===== src/rtl/fix_message_tx.sv =====
// Transmit-side FIX 4.2 session message builder: turns a message-type request into a
// fixed 44-byte frame on a byte stream and keeps a per-host BCD MsgSeqNum counter.
module fix_message_tx #(
  parameter int HOST_W = 4
) (
  input  logic              clk,
  input  logic              rst,
  input  logic              initiate_msg_i,
  input  logic [3:0]        create_message_i,
  input  logic [HOST_W-1:0] host_i,
  input  logic              seq_reset_i,
  input  logic [HOST_W-1:0] seq_reset_host_i,
  output logic              ready_o,
  output logic              err_o,
  output logic [7:0]        data_o,
  output logic              valid_o,
  output logic              sop_o,
  output logic              eop_o,
  input  logic              ready_i,
  output logic              dbg_state_o
);

  // Handshakes: a request is consumed on a rising edge with initiate_msg_i && ready_o;
  // a byte transfers on a rising edge with valid_o && ready_i, and while valid_o is high
  // with ready_i low, data_o/sop_o/eop_o hold their values.

  localparam int         NHOST    = 1 << HOST_W;
  localparam logic [7:0] SOH      = 8'h01;
  localparam logic [5:0] LAST_IDX = 6'd43;
  localparam logic [5:0] CS_LAST  = 6'd36;

  typedef enum logic {IDLE, SEND} state_e;

  state_e            state_q, state_d;
  logic [5:0]        idx_q;
  logic [7:0]        t_q;
  logic [23:0]       snap_q;
  logic [HOST_W-1:0] host_q;
  logic [7:0]        csum_q;
  logic [23:0]       seq_all [NHOST];

  logic       code_ok;
  logic [7:0] t_char;
  logic       accept, bad_req, hs, eop_hs;
  logic [7:0] next_byte;

  logic       ready_d, err_d, valid_d, sop_d, eop_d;
  logic [7:0] data_d;

  function automatic logic [23:0] bcd_inc(input logic [23:0] v);
    logic [23:0] r;
    logic        carry;
    r     = v;
    carry = 1'b1;
    for (int d = 0; d < 6; d++) begin
      if (carry) begin
        if (r[d*4 +: 4] == 4'd9) begin
          r[d*4 +: 4] = 4'd0;
        end else begin
          r[d*4 +: 4] = r[d*4 +: 4] + 4'd1;
          carry       = 1'b0;
        end
      end
    end
    // 999999 rolls to 000001: a sequence number of zero is never issued
    if (carry) r = 24'h000001;
    return r;
  endfunction

  function automatic logic [7:0] hex_char(input logic [3:0] n);
    return (n < 4'd10) ? (8'h30 + {4'h0, n}) : (8'h37 + {4'h0, n});
  endfunction

  function automatic logic [7:0] dec_char(input logic [3:0] n);
    return 8'h30 + {4'h0, n};
  endfunction

  function automatic logic [7:0] frame_byte(input logic [5:0]  i,
                                            input logic [7:0]  t,
                                            input logic [23:0] sn,
                                            input logic [7:0]  h,
                                            input logic [7:0]  cs);
    logic [7:0] b;
    logic [7:0] d_hun, d_ten, d_one;
    d_hun = cs / 8'd100;
    d_ten = (cs / 8'd10) % 8'd10;
    d_one = cs % 8'd10;
    b     = 8'h00;
    case (i)
      6'd0:  b = "8";
      6'd1:  b = "=";
      6'd2:  b = "F";
      6'd3:  b = "I";
      6'd4:  b = "X";
      6'd5:  b = ".";
      6'd6:  b = "4";
      6'd7:  b = ".";
      6'd8:  b = "2";
      6'd9:  b = SOH;
      6'd10: b = "9";
      6'd11: b = "=";
      6'd12: b = "0";
      6'd13: b = "2";
      6'd14: b = "1";
      6'd15: b = SOH;
      6'd16: b = "3";
      6'd17: b = "5";
      6'd18: b = "=";
      6'd19: b = t;
      6'd20: b = SOH;
      6'd21: b = "3";
      6'd22: b = "4";
      6'd23: b = "=";
      6'd24: b = dec_char(sn[23:20]);
      6'd25: b = dec_char(sn[19:16]);
      6'd26: b = dec_char(sn[15:12]);
      6'd27: b = dec_char(sn[11:8]);
      6'd28: b = dec_char(sn[7:4]);
      6'd29: b = dec_char(sn[3:0]);
      6'd30: b = SOH;
      6'd31: b = "5";
      6'd32: b = "6";
      6'd33: b = "=";
      6'd34: b = hex_char(h[7:4]);
      6'd35: b = hex_char(h[3:0]);
      6'd36: b = SOH;
      6'd37: b = "1";
      6'd38: b = "0";
      6'd39: b = "=";
      6'd40: b = 8'h30 + d_hun;
      6'd41: b = 8'h30 + d_ten;
      6'd42: b = 8'h30 + d_one;
      6'd43: b = SOH;
      default: b = 8'h00;
    endcase
    return b;
  endfunction

  always_comb begin
    code_ok = 1'b1;
    t_char  = 8'h00;
    case (create_message_i)
      4'd1:    t_char = "A";
      4'd2:    t_char = "0";
      4'd3:    t_char = "2";
      4'd4:    t_char = "5";
      4'd5:    t_char = "4";
      4'd6:    t_char = "4";
      default: code_ok = 1'b0;
    endcase
  end

  assign accept    = (state_q == IDLE) && initiate_msg_i && code_ok;
  assign bad_req   = (state_q == IDLE) && initiate_msg_i && !code_ok;
  assign hs        = valid_o && ready_i;
  assign eop_hs    = hs && eop_o;
  assign next_byte = frame_byte(idx_q + 6'd1, t_q, snap_q, 8'(host_q), csum_q);

  assign dbg_state_o = (state_q == SEND);

  // FSM: state register
  always_ff @(posedge clk or negedge rst) begin
    if (!rst) state_q <= IDLE;
    else      state_q <= state_d;
  end

  // FSM: next state
  always_comb begin
    state_d = state_q;
    case (state_q)
      IDLE:    if (accept) state_d = SEND;
      SEND:    if (eop_hs) state_d = IDLE;
      default: state_d = IDLE;
    endcase
  end

  // FSM: next values of the registered outputs
  always_comb begin
    valid_d = valid_o;
    sop_d   = sop_o;
    eop_d   = eop_o;
    data_d  = data_o;
    err_d   = 1'b0;
    case (state_q)
      IDLE: begin
        if (accept) begin
          valid_d = 1'b1;
          sop_d   = 1'b1;
          eop_d   = 1'b0;
          data_d  = frame_byte(6'd0, t_q, snap_q, 8'(host_q), csum_q);
        end else if (bad_req) begin
          err_d = 1'b1;
        end
      end
      SEND: begin
        if (eop_hs) begin
          valid_d = 1'b0;
          sop_d   = 1'b0;
          eop_d   = 1'b0;
          data_d  = 8'h00;
        end else if (hs) begin
          sop_d  = 1'b0;
          eop_d  = (idx_q + 6'd1 == LAST_IDX);
          data_d = next_byte;
        end
      end
      default: ;
    endcase
    ready_d = (state_d == IDLE);
  end

  always_ff @(posedge clk or negedge rst) begin
    if (!rst) begin
      ready_o <= 1'b1;
      err_o   <= 1'b0;
      data_o  <= 8'h00;
      valid_o <= 1'b0;
      sop_o   <= 1'b0;
      eop_o   <= 1'b0;
    end else begin
      ready_o <= ready_d;
      err_o   <= err_d;
      data_o  <= data_d;
      valid_o <= valid_d;
      sop_o   <= sop_d;
      eop_o   <= eop_d;
    end
  end

  // Frame fields are frozen at accept; the checksum folds in bytes 0..36 as they leave
  always_ff @(posedge clk or negedge rst) begin
    if (!rst) begin
      idx_q  <= 6'd0;
      t_q    <= 8'h00;
      snap_q <= 24'h000001;
      host_q <= '0;
      csum_q <= 8'h00;
    end else if (accept) begin
      idx_q  <= 6'd0;
      t_q    <= t_char;
      snap_q <= seq_all[host_i];
      host_q <= host_i;
      csum_q <= 8'h00;
    end else if (hs) begin
      if (idx_q <= CS_LAST) csum_q <= csum_q + data_o;
      idx_q <= eop_o ? 6'd0 : idx_q + 6'd1;
    end
  end

  // Per-host sequence counters; an explicit reset beats a same-cycle end-of-frame increment
  for (genvar h = 0; h < NHOST; h++) begin : g_host
    logic [23:0] seq_q;
    always_ff @(posedge clk or negedge rst) begin
      if (!rst) begin
        seq_q <= 24'h000001;
      end else if (seq_reset_i && (seq_reset_host_i == HOST_W'(h))) begin
        seq_q <= 24'h000001;
      end else if (eop_hs && (host_q == HOST_W'(h))) begin
        seq_q <= bcd_inc(seq_q);
      end
    end
    assign seq_all[h] = seq_q;
  end

endmodule


===== config.mk =====
export PLATFORM = sky130hd
export DESIGN_NAME = fix_message_tx
export DESIGN_NICKNAME = d
export VERILOG_FILES = /design/src/rtl/fix_message_tx.sv
export SDC_FILE = /design/constraint.sdc
export NUM_CORES = 1
export LEC_CHECK = 0
export CAP_MARGIN = 30
export CELL_PAD_IN_SITES_DETAIL_PLACEMENT = 1
export CELL_PAD_IN_SITES_GLOBAL_PLACEMENT = 1
export CORE_ASPECT_RATIO = 1.25
export CORE_MARGIN = 10
export CORE_UTILIZATION = 50
export DETAILED_ROUTE_END_ITERATION = 10
export GPL_TIMING_DRIVEN = 0
export PLACE_DENSITY_LB_ADDON = 0.08
export SYNTH_ARGS = -nofsm -noshare
export SYNTH_HDL_FRONTEND = slang
export SYNTH_SLANG_ARGS = --single-unit

===== constraint.sdc =====
create_clock -name clk -period 5.39 [get_ports clk]
set_input_delay 0.539 -clock clk [delete_from_list [all_inputs] [get_ports clk]]
set_output_delay 0.539 -clock clk [all_outputs]
set_load 0.005 [all_outputs]

==> results.sh <==
export IMPL_status="finished, final reports clean"
export IMPL_grt_usage=0.2933
export IMPL_fin_nets=3483
export IMPL_grt_first_pass_wirelength_mm=160.2
export IMPL_synth_compound_area_frac=0.1517
export IMPL_yosys_top_cells_area="dfrtp_1 (36%), ha_1 (9.1%), mux4_2 (8.7%)"
export IMPL_final_cell_mix="dfrtp_1 (427), nand2_1 (398), nor2_1 (348)"
export IMPL_yosysTopAreaCell="dfrtp_1"
export IMPL_antenna_left=0
export IMPL_fp_row_count=99
export IMPL_synth_top_family_by_area="simple AND/OR/NAND/NOR gates"
export IMPL_ys_seq_elements=445
export IMPL_die_w_um=237.1
export IMPL_synth_cells=3164
export IMPL_fmaxAchievable_ghz=0.2491
export IMPL_die_y_um=291.4
export IMPL_hold_start="create_message_i[0]"
export IMPL_clk_latency_ns=0.61
export IMPL_slew_headroom=0.2782
export IMPL_finalCriticalPeriod_ns=4.015
export IMPL_vias=25901
export IMPL_finalHoldViolations=0
export IMPL_ys_async_sr_fraction=1.000
export IMPL_synth_xor_area_share=0.02370
export IMPL_clkTransAtPathRegs_ns=0.06
export IMPL_worst_setup_path_start_kind="flip-flop"
export IMPL_syn_nets=3396
export IMPL_io_pins=31
export IMPL_drtIter0Drc=1793
export IMPL_globalRouteOverflowTotal=0
export IMPL_postCtsSetupBuffers=0
export IMPL_gp_congestion=0.9611
export IMPL_highest_layer="met5"
export IMPL_antenna_found_initial=4
export IMPL_hold_path_class="in -> reg"
export IMPL_portBuffers=25
export IMPL_synth_top_area_share=0.3628
export IMPL_post_route_drc_count=0
export IMPL_htree_levels=2
export IMPL_layout_commonest_cell="dfrtp_1"
export IMPL_syn_avg_cell_area_um2=9.309
export IMPL_muxShareOfSynthArea=0.1152
export IMPL_hold_end="t_q[5]$_DFFE_PN0P_"
export IMPL_wl_per_cell_um=25.33
export IMPL_cts_root_buffer="clkbuf_16"
export IMPL_reg2reg_to="data_o[2]$_DFFE_PN0P_"
export IMPL_drt_pass1_iter_count=5
export IMPL_wl_met3_mm=5.203
export IMPL_cp_arrival_ns=4.50
export IMPL_worst_pin_slew_ns=1.083
export IMPL_synth_simple_area_share=0.2086
export IMPL_drive_above_1_share=0.1036
export IMPL_wl_met1_mm=39.53
export IMPL_end_kind="flip-flop"
export IMPL_cap_violations=0
export IMPL_cts_tree="yes"
export IMPL_cellPowerDensity_nw_per_um2=359.3
export IMPL_ys_types=93
export IMPL_ir_drop_mv=0.3756
export IMPL_grt_max_degree=106
export IMPL_worstSetupPathType="reg -> reg"
export IMPL_crit_required_ns=5.88
export IMPL_worstPathMaxFanout=10
export IMPL_design_area_um2=32670
export IMPL_regToRegStartpoint="idx_q[1]$_DFFE_PN0P_"
export IMPL_die_area_um2=69080
export IMPL_finClkSkew_ns=0.01371
export IMPL_first_global_vias=27259
export IMPL_synth_adder_area_share=0.09197
export IMPL_area_delta_synth_final_pct=10.91
export IMPL_ys_warn_count=0
export IMPL_synth_main_ff_cell="dfrtp_1"
export IMPL_setup_violations=0
export IMPL_synth_edf_count=0
export IMPL_coreArea_um2=58340
export IMPL_nFillCells=6645
export IMPL_dr_wl_met2_mm=51.41
export IMPL_postLayoutCoreUtil=0.5599
export IMPL_cts_sinks=445
export IMPL_syn_area_um2=29450
export IMPL_dpl_cell_area_um2=30840
export IMPL_leakagePower_nw=14.15
export IMPL_finalMaxSlewViolations=0
export IMPL_hold_path_cell_count=2
export IMPL_worstRegToRegCells=12
export IMPL_vias_per_cell=6.394
export IMPL_ff2ff_setup_slack_ns=1.38
export IMPL_synth_seq_area_share=0.3788
export IMPL_clockBufferDepth=3
export IMPL_grt_setup_unrepaired="false"
export IMPL_drt_total_wl_mm=102.6
export IMPL_dpl_hpwl_mm=80.02
export IMPL_cts_buffers=50
export IMPL_start_util=0.5048
export IMPL_fin_crit_sh=0.7449
## metrics by stage
step                total power [mW]  TNS (ns)  worst slack (ns)  hold WS (ns)  cells
finish                         11.74         0             1.375        0.3500   4051
global route                   12.32         0             1.119        0.3620   4050
CTS                            11.74         0             1.465        0.3126   4050
detailed placement             7.884         0            0.9771        0.4752   3955
global placement               7.654  -7371.48            -16.87        0.4635   3946
floorplan                      6.603         0             2.125        0.2434   3164
## synthesized netlist by cell type (32+ instances only)
master and instances:
dfrtp_1 427, nand2_1 398, nor2_1 348, o21ai_0 308
ha_1 214, inv_1 139, a21oi_1 114, mux4_2 114
nand3_1 102, nor3_1 83, clkbuf_1 58, o31ai_1 54
nand3b_1 53, mux2_2 49, and3_1 46, nand2b_1 45
xor2_1 45, nor2b_1 42, nand4_1 38, a31oi_1 34
and2_1 33, or3_1 32
## routing by layer
layer | GRT usage | vias up
li1 | - | 11678
met1 | 0.3391 | 13265
met2 | 0.5085 | 702
met3 | 0.04533 | 252
met4 | 0.1661 | 4
met5 | 0 | -
## worst max-delay path, stage by stage, from the launching register on
cell	delay, ns
dfrtp_1	0.56
ha_1	0.22
clkbuf_1	0.34
buf_1	0.42
nor3_1	0.19
o21a_1	0.21
clkbuf_1	0.23
a32o_1	0.28
a21oi_1	0.13
a31oi_1	0.14
nor4b_1	0.69
o221ai_1	0.25
a22o_1	0.25
## registers in the layout (all words and copies together) (netlist names), 4 cells and up
| name | count |
|---|---|
| csum_q | 8 |
| host_q | 4 |
| snap_q | 24 |
| data_o | 8 |
| t_q | 5 |
| idx_q | 6 |
| g_host.seq_q | 384 |
## area by class of cell
| type | instances | area (µm²) | share of cell area |
|---|---|---|---|
| Multi-Input combinational cell | 2493 | 17430 | 0.5335 |
| Sequential cell | 445 | 11160 | 0.3416 |
| Clock buffer | 70 | 1490 | 0.04562 |
| Tap cell | 757 | 947.2 | 0.02899 |
| Inverter | 143 | 541.8 | 0.01658 |
| Timing Repair Buffer | 35 | 439.2 | 0.01344 |
| Buffer | 83 | 341.6 | 0.01046 |
| Clock inverter | 24 | 320.3 | 0.009805 |
| Antenna cell | 1 | 2.502 | 0.00007660 |
## kinds of logic (layout without fill, tap and decap cells)
group	Yosys count	after routing
AND/OR/NAND/NOR	1293	1293
multiplexers	189	189
XOR/XNOR	78	78
flip-flops	445	445
AO/OA/AOI/OAI	717	717
other	0	1
adder cells (fa/ha/maj)	216	216
buffers and inverters	226	355
## where the power goes
| group | internal, mW | switching [mW] |
|---|---|---|
| Combinational | 1.44 | 2.13 |
| Clock | 2.31 | 1.51 |
| Sequential | 3.75 | 0.600 |
| Total | 7.49 | 4.24 |
## timing repair
item / in CTS / in global routing
endpoints found under the hold margin: 59 / 0
setup endpoints to repair: 0 / 0
gates resized for setup: 0 / 0
hold buffers: 1 / 0
## how the worst max path moves through the flow
stage | start | endpoint | cells after the start
floorplan | csum_q[7]$_DFFE_PN0P_ | data_o[6]$_DFFE_PN0P_ | 16
global placement | rst | g_host[14].seq_q[18]$_DFFE_PN0P_ | 1
detailed placement | seq_reset_host_i[1] | g_host[15].seq_q[18]$_DFFE_PN0P_ | 11
CTS | csum_q[6]$_DFFE_PN0P_ | data_o[6]$_DFFE_PN0P_ | 17
global route | csum_q[6]$_DFFE_PN0P_ | data_o[6]$_DFFE_PN0P_ | 17
finish | idx_q[1]$_DFFE_PN0P_ | data_o[2]$_DFFE_PN0P_ | 12
(Power assumes the default switching activity.)
==> edit, RTL diff (same flow settings) <==
Change the parameter `HOST_W` from 4 to 3.
--- a/src/rtl/fix_message_tx.sv
+++ b/src/rtl/fix_message_tx.sv
@@ -1,7 +1,7 @@
 // Transmit-side FIX 4.2 session message builder: turns a message-type request into a
 // fixed 44-byte frame on a byte stream and keeps a per-host BCD MsgSeqNum counter.
 module fix_message_tx #(
-  parameter int HOST_W = 4
+  parameter int HOST_W = 3
 ) (
   input  logic              clk,
   input  logic              rst,
Interface: changed (resized host_i and seq_reset_host_i); port bits go from 31 to 29. No check against the original RTL was run, so the function may have changed too.
==> edit against the original RTL <==
Non-clock buffer count down 23. Die area down 39%. Power down 29%. Synthesized cell count down 40%. Wire length down 46%. Area after synthesis down 41%. Sequential cell count down 193. Final area down 41%. Worst setup slack worse by 1.1 ns. Hold slack worse by 0.0050 ns.
==> edit: results (changes against the original RTL) <==
Routing
  – DR vias: 15,288 (-41%)
  – Initial DRC count: 1,024 (-43%)
  – Met3 wire len: 1.75 mm (-66%)
  – Wire per inst: 22.7 um (-10%)
  – Top Metal Used: met4

Placed design
  – Post-DP HPWL: 41.7 mm (-48%)

Hold path
  – Hold Path Depth: 3 (+1)
  – Hold path endpoint: t_q[1]$_DFFE_PN0P_

Outcome
  – Status: finished, final reports clean

GRT
  – Met3 usage: 0.0274 (-0.0180)
  – GRT met1 Usage: 0.309 (-0.0299)
  – First-pass GRT wire length: 89.1 mm (-44%)
  – Met2 Use GR: 0.477 (-0.0316)
  – Initial antenna violation count: 0 (-4)
  – Largest net degree at the start of global routing: 115 (+8.5%)
  – Tot GR Track Use: 0.264 (-0.0293)

Cells and area
  – Fillers: 3,968 (-40%)
  – Ant. Diodes: 0 (-1)
  – NumNets Final: 2,102 (-40%)
  – Proportion of layout cells with a drive suffix above 1: 0.0988 (-0.00471)
  – Top Registers: g_host.seq_q (192), snap_q (24)

Pwr
  – P_clk: 2.11 mW (-45%)
  – Worst VDD drop: 0.264 mV (-30%)
  – Net Sw Power: 3.46 mW (-19%)
  – Sequential power: 2.69 mW (-38%)

Worst setup path
  – FF-to-FF End: data_o[6]$_DFFE_PN0P_
  – Register-to-Register Setup Slack: 0.31 ns (-1.06 ns)
  – CP max FO: 9 (-1)
  – Reg2reg path depth: 21 (+9)
  – Crit path max-delay cell type: dfrtp_2
  – FF-to-FF Start: csum_q[3]$_DFFE_PN0P_
  – CP max stage delay: 0.48 ns (-0.21 ns)

Yosys
  – Sequential fraction of the synthesis area: 0.366 (-0.0125)
  – Post-synthesis compound-gate area fraction: 0.179 (+0.0272)
  – Synth Net Count: 2,038 (-40%)
  – Synth Area in XOR/XNOR: 0.0233 (-0.000415)
  – Post-synth top cells: nand2_1, dfrtp_1, nor2_1
  – Adder-Cell Fraction of Synth Area: 0.0866 (-0.00534)
  – Area contributors post-synth: dfrtp_1, ha_1, mux4_2
  – Yosys cell types: 108 (+16%)

CTS
  – H-tree depth: 1 (-1)
  – Total CTS buffers: 30 (-40%)

Timing
  – Hold_ws: 0.345 ns (-0.00498 ns)
  – Least-Margin Pin Slew: 1.00 ns (-0.0797 ns)
[edit: final cells by class]
type | count | share of cell area
clock inverter | 10 | 0.00555
inverter | 78 | 0.0153
tap | 429 | 0.0280
sequential | 252 | 0.330
buffer | 63 | 0.0166
timing repair buffer | 32 | 0.0188
clock buffer | 46 | 0.0476
multi-input combinational | 1512 | 0.538
[edit: repair_timing]
item / in CTS / in global routing
endpoints found under the setup margin: 0 / 1
hold endpoints to repair: 30 / 0
hold buffers: 1 / 0
gates resized for setup: 0 / 1
setup buffers: 0 / 0
[edit: through the flow]
step / cells / total power, mW / area (sq um) / setup WS (ns)
finish: 2422 / 8.36 / 19200 / 0.311
floorplan: 1905 / 5.14 / 17200 / 0.953
global placement: 2356 / 6.07 / 18000 / -7.73
global route: 2422 / 8.91 / 19200 / 0.0276
detailed placement: 2362 / 6.21 / 18100 / 0.218
CTS: 2419 / 8.36 / 19100 / 0.201
[edit: how the worst max path moves through the flow]
| stage | cells past startpoint | slack (ns) | startpoint | endpoint |
|---|---|---|---|---|
| after global placement | 1 | -7.73 | rst | g_host[2].seq_q[8]$_DFFE_PN0P_ |
| final | 21 | 0.31 | csum_q[3]$_DFFE_PN0P_ | data_o[6]$_DFFE_PN0P_ |
| after global routing | 21 | 0.03 | csum_q[3]$_DFFE_PN0P_ | data_o[6]$_DFFE_PN0P_ |
| after floorplan | 19 | 0.95 | csum_q[3]$_DFFE_PN0P_ | data_o[6]$_DFFE_PN0P_ |
| after detailed placement | 20 | 0.22 | csum_q[3]$_DFFE_PN0P_ | data_o[6]$_DFFE_PN0P_ |
| after CTS | 20 | 0.20 | csum_q[3]$_DFFE_PN0P_ | data_o[6]$_DFFE_PN0P_ |
